### src/rtl/tech_rsff_pipe_pkg.sv
// tech_rsff_pkg: shared constants for the set/reset-forcing pipeline.
package tech_rsff_pkg;
  localparam int PRIO_SET = 0;
  localparam int PRIO_CLR = 1;
  localparam int CNT_W = 8;
  localparam logic [CNT_W-1:0] CNT_MAX = 8'd255;
endpackage

### src/rtl/tech_rsff_pipe_stage.sv
// tech_rsff_stage: one data+valid pipeline register; optional scan shift under TECH_RSFF_PIPE_SCAN_EN.
module tech_rsff_stage #(
  parameter int WIDTH = 8,
  parameter logic [WIDTH-1:0] INIT = '0
) (
  input  logic             clk,
  input  logic             reset,
  input  logic             en,
  input  logic             flush,
  input  logic [WIDTH-1:0] d,
  input  logic             d_valid,
`ifdef TECH_RSFF_PIPE_SCAN_EN
  input  logic             scan_en,
  input  logic             scan_in,
`endif
  output logic [WIDTH-1:0] q,
  output logic             q_valid
);
  always_ff @(posedge clk) begin
    if (reset) begin
      q <= INIT;
      q_valid <= 1'b0;
    end
`ifdef TECH_RSFF_PIPE_SCAN_EN
    else if (scan_en) q <= WIDTH'({q, scan_in});
`endif
    else if (flush) q_valid <= 1'b0;
    else if (en) begin
      q <= d;
      q_valid <= d_valid;
    end
  end
endmodule

### src/rtl/tech_rsff_pipe.sv
// tech_rsff_pipe: DEPTH-stage pipeline with per-bit set/clear forcing at capture; scan chain under TECH_RSFF_PIPE_SCAN_EN.
module tech_rsff_pipe
  import tech_rsff_pkg::*;
#(
  parameter int WIDTH = 8,
  parameter int DEPTH = 2,
  parameter int RESET_PRIO = 1,
  parameter logic [WIDTH-1:0] INIT = '0
) (
  input  logic             clk,
  input  logic             reset,
  input  logic             en,
  input  logic [WIDTH-1:0] d,
  input  logic             d_valid,
  input  logic [WIDTH-1:0] clr_v,
  input  logic [WIDTH-1:0] set_v,
  input  logic             flush,
`ifdef TECH_RSFF_PIPE_SCAN_EN
  input  logic             scan_en,
  input  logic             scan_in,
  output logic             scan_out,
`endif
  output logic [WIDTH-1:0] q,
  output logic             q_valid,
  output logic             busy,
  output logic [CNT_W-1:0] conflict_cnt
);
  logic [WIDTH-1:0] res;
  logic [WIDTH-1:0] chain_d [DEPTH+1];
  logic chain_v [DEPTH+1];
  logic hit;
  always_comb res = RESET_PRIO == PRIO_CLR ? (d | set_v) & ~clr_v : (d & ~clr_v) | set_v;
  assign chain_d[0] = res;
  assign chain_v[0] = d_valid;
`ifdef TECH_RSFF_PIPE_SCAN_EN
  logic chain_s [DEPTH+1];
  assign chain_s[0] = scan_in;
  assign scan_out = chain_s[DEPTH];
  assign hit = en && d_valid && !flush && !scan_en && |(clr_v & set_v);
`else
  assign hit = en && d_valid && !flush && |(clr_v & set_v);
`endif
  for (genvar i = 0; i < DEPTH; i++) begin : g_stage
    tech_rsff_stage #(.WIDTH(WIDTH), .INIT(INIT)) u_stage (
      .clk(clk),
      .reset(reset),
      .en(en),
      .flush(flush),
      .d(chain_d[i]),
      .d_valid(chain_v[i]),
`ifdef TECH_RSFF_PIPE_SCAN_EN
      .scan_en(scan_en),
      .scan_in(chain_s[i]),
`endif
      .q(chain_d[i+1]),
      .q_valid(chain_v[i+1])
    );
`ifdef TECH_RSFF_PIPE_SCAN_EN
    assign chain_s[i+1] = chain_d[i+1][WIDTH-1];
`endif
  end
  assign q = chain_d[DEPTH];
  assign q_valid = chain_v[DEPTH];
  always_comb begin
    busy = 1'b0;
    for (int k = 1; k <= DEPTH; k++) busy = busy | chain_v[k];
  end
  always_ff @(posedge clk) begin
    if (reset) conflict_cnt <= '0;
    else if (hit && conflict_cnt != CNT_MAX) conflict_cnt <= conflict_cnt + 1'b1;
  end
endmodule

### config.mk
export PLATFORM = sky130hd
export DESIGN_NAME = tech_rsff_pipe
export DESIGN_NICKNAME = d
export VERILOG_FILES = /design/src/rtl/tech_rsff_pipe_pkg.sv /design/src/rtl/tech_rsff_pipe_stage.sv /design/src/rtl/tech_rsff_pipe.sv
export SDC_FILE = /design/constraint.sdc
export NUM_CORES = 1
export LEC_CHECK = 0
export ABC_AREA = 1
export CAP_MARGIN = 30
export CORE_AREA = 10 10 68 70
export CTS_CLUSTER_DIAMETER = 80
export CTS_CLUSTER_SIZE = 40
export DETAILED_ROUTE_END_ITERATION = 12
export DIE_AREA = 0 0 78 80
export PLACE_DENSITY = 0.82
export SKIP_CTS_REPAIR_TIMING = 1
export SLEW_MARGIN = 20
export SYNTH_ARGS = -nofsm -noshare
export SYNTH_HDL_FRONTEND = slang
export SYNTH_SLANG_ARGS = --single-unit
### constraint.sdc
create_clock -name clk -period 1.44 [get_ports clk]
set_input_delay 0.216 -clock clk [delete_from_list [all_inputs] [get_ports clk]]
set_output_delay 0.216 -clock clk [all_outputs]
set_load 0.05 [all_outputs]
==> flow_summary.json <==
{
  "status": "finished, final reports clean",
  "finalClockSkew_ns": 0.00280,
  "cts_tree": "built",
  "clockRootBuffer": "clkbuf_4",
  "synth_cells": 184,
  "rows": 21,
  "synth_area_um2": 1290,
  "grt_max_degree": 24,
  "cts.path.max_buffers": 2,
  "yosysTopAreaCell": "dfxtp_1",
  "synth_commonest_cells": "nand2_1 (44), nor2_1 (31), dfxtp_1 (26)",
  "fin_util": 0.613,
  "finalCriticalPeriod_ns": 1.38,
  "max-slew-margin-rel": 0.620,
  "ioPinCount": 47,
  "hold_viol_final": 0,
  "via_count": 1272,
  "port_buffers": 46,
  "antennaDiodeCount": 0,
  "drive_gt1_frac": 0.187,
  "period_share": 0.959,
  "syn_to_final_growth_pct": 55.7,
  "timing.fmax_ghz": 0.724,
  "cp-end-kind": "output port",
  "setup_viol": 0,
  "reg2reg_depth": 8,
  "die_h_um": 80,
  "wl_mm": 3.12,
  "hold_path_depth": 2,
  "fill_cells": 294,
  "dieArea_um2": 6240,
  "clk_latency_ns": 0.32,
  "synth_seq_cells": 26,
  "p_per_area_nw_per_um2": 795,
  "slew_violations": 0,
  "power_mw": 1.60,
  "place.gp.congestion": 0.834,
  "yosysUniqueCellTypes": 22,
  "ff_latch_area_um2": 524,
  "worstPathRequired_ns": 1.22,
  "ir_drop_uv": 443,
  "firstDrtPassIters": 4,
  "cp-endpoint": "busy",
  "coreArea_um2": 3280,
  "hold_class": "register to register",
  "max_cap_viol_count": 0,
  "ctsHtreeMaxLevel": 1,
  "grt_pass1_vias": 1299,
  "cp_max_fo": 3,
  "dp_hpwl_mm": 2.54,
  "p_leak_nw": 0.871,
  "cts_sinks": 26,
  "avgSynthCellArea_um2": 7.02,
  "synth.area.top_cells": "dfxtp_1 (40%), nand2_1 (13%), nor2_1 (9.0%), o21ai_0 (6.6%), buf_4 (4.6%)",
  "grt_pass1_wl_mm": 5.51,
  "hp-start": "g_stage[0].u_stage.q_valid",
  "die_w_um": 78,
  "crit_type": "register to output port",
  "final.setup.tns_ns": 0,
  "worst_pin_slew_ns": 0.570,
  "r2r_start": "conflict_cnt[0]",
  "drt-initial-drc-count": 46,
  "synth_edf_count": 0,
  "yosys_warnings": 0,
  "ant_nets": 0,
  "yosysMostFrequentCell": "nand2_1",
  "final_cell_count_no_fill": 276,
  "dpl.cell_count": 272,
  "critPathArrivalTime_ns": 1.16,
  "wl_per_cell_um": 11.3,
  "cts_buffers": 3,
  "multiInputGateArea_um2": 641,
  "ys_seq_area_frac": 0.403,
  "crit_start": "g_stage[1].u_stage.q_valid",
  "clk_pin_slew_ns": 0.14,
  "synth_top_cell_area_share": 0.403,
  "start_kind": "register",
  "antenna_found_initial": 0,
  "synth-async-reset-ratio": 0,
  "vias_per_cell": 4.61,
  "grt_overflow": 0,
  "synthFlopType": "dfxtp_1",
  "grt_usage": 0.105,
  "drc": 0,
  "reg2reg_slack_ns": 0.14,
  "r2r-end": "conflict_cnt[0]",
  "rsz0062_at_grt": "false",
  "start_util": 0.394,
  "syn_nets": 214,
  "final_nets": 261
}
-- metrics by stage --
stage          hold slack [ns]  setup slack, ns  cell area (um2)
2_1_floorplan            0.288          -0.0137             1300
3_3_place_gp             0.459           -0.103             1980
3_5_place_dp             0.467           -0.151             1980
4_1_cts                  0.486           0.0472             2010
5_1_grt                  0.508          0.00958             2010
6_report                 0.486           0.0594             2010
-- layout by cell type, fill, tap and decap left out --
cell	n
xnor2_1	1
clkdlybuf4s50_1	28
inv_1	13
nand2_2	2
dfxtp_1	23
nand4_1	5
nand3_4	1
nand3_1	3
o21bai_1	8
nor2_1	31
buf_4	8
xor2_1	1
nand2_1	44
nor2_2	2
a21oi_1	10
nor2_4	2
dfxtp_2	3
nor3_1	2
clkbuf_8	1
clkbuf_4	3
ha_1	1
inv_2	1
buf_12	18
o21ai_0	17
or2_2	2
-- per-layer routing --
metal	part of all wire	GRT usage	wire [um]
met1	0.42	0.105	1300
met2	0.49	0.189	1530
met3	0.082	0.0473	257
met4	0.0099	0.0376	31
met5	0	0	0
-- worst min path at each step --
stage	end	slack [ns]
after floorplan	conflict_cnt[3]	0.29
after global placement	g_stage[1].u_stage.q_valid	0.46
after detailed placement	g_stage[1].u_stage.q_valid	0.47
after CTS	g_stage[1].u_stage.q_valid	0.49
after global routing	g_stage[1].u_stage.q_valid	0.51
final	g_stage[1].u_stage.q_valid	0.49
-- cell families (layout without fill, tap and decap cells) --
group,Yosys count,in the layout,share of synthesized area
flops,26,26,0.403
fa+ha+maj,1,1,0.00968
simple gates,94,94,0.321
buf+inv,26,72,0.102
xor+xnor,2,2,0.0136
compound gates,35,35,0.151
-- state kept, by name, indices dropped and copies added (netlist names) --
signal and cells:
conflict_cnt 8, g_stage.u_stage.q 16, g_stage.u_stage.q_valid 2
-- critical path: stages, from the launching register on --
cell	delay, ns
dfxtp_1	0.37
or2_2	0.28
buf_4	0.19
-- report_power, final --
part / total (mW) / switching [mW] / internal [mW]
Sequential: 0.797 / 0.0366 / 0.761
Clock: 0.373 / 0.218 / 0.155
Combinational: 0.430 / 0.208 / 0.222
Total: 1.60 / 0.462 / 1.14
-- layout make-up --
class / count / area share
inverter: 14 / 0.0261
multi-input combinational: 132 / 0.318
clock buffer: 4 / 0.0180
tap: 46 / 0.0286
timing repair buffer: 54 / 0.348
sequential: 26 / 0.261
Power figures use the tool's default switching activity.
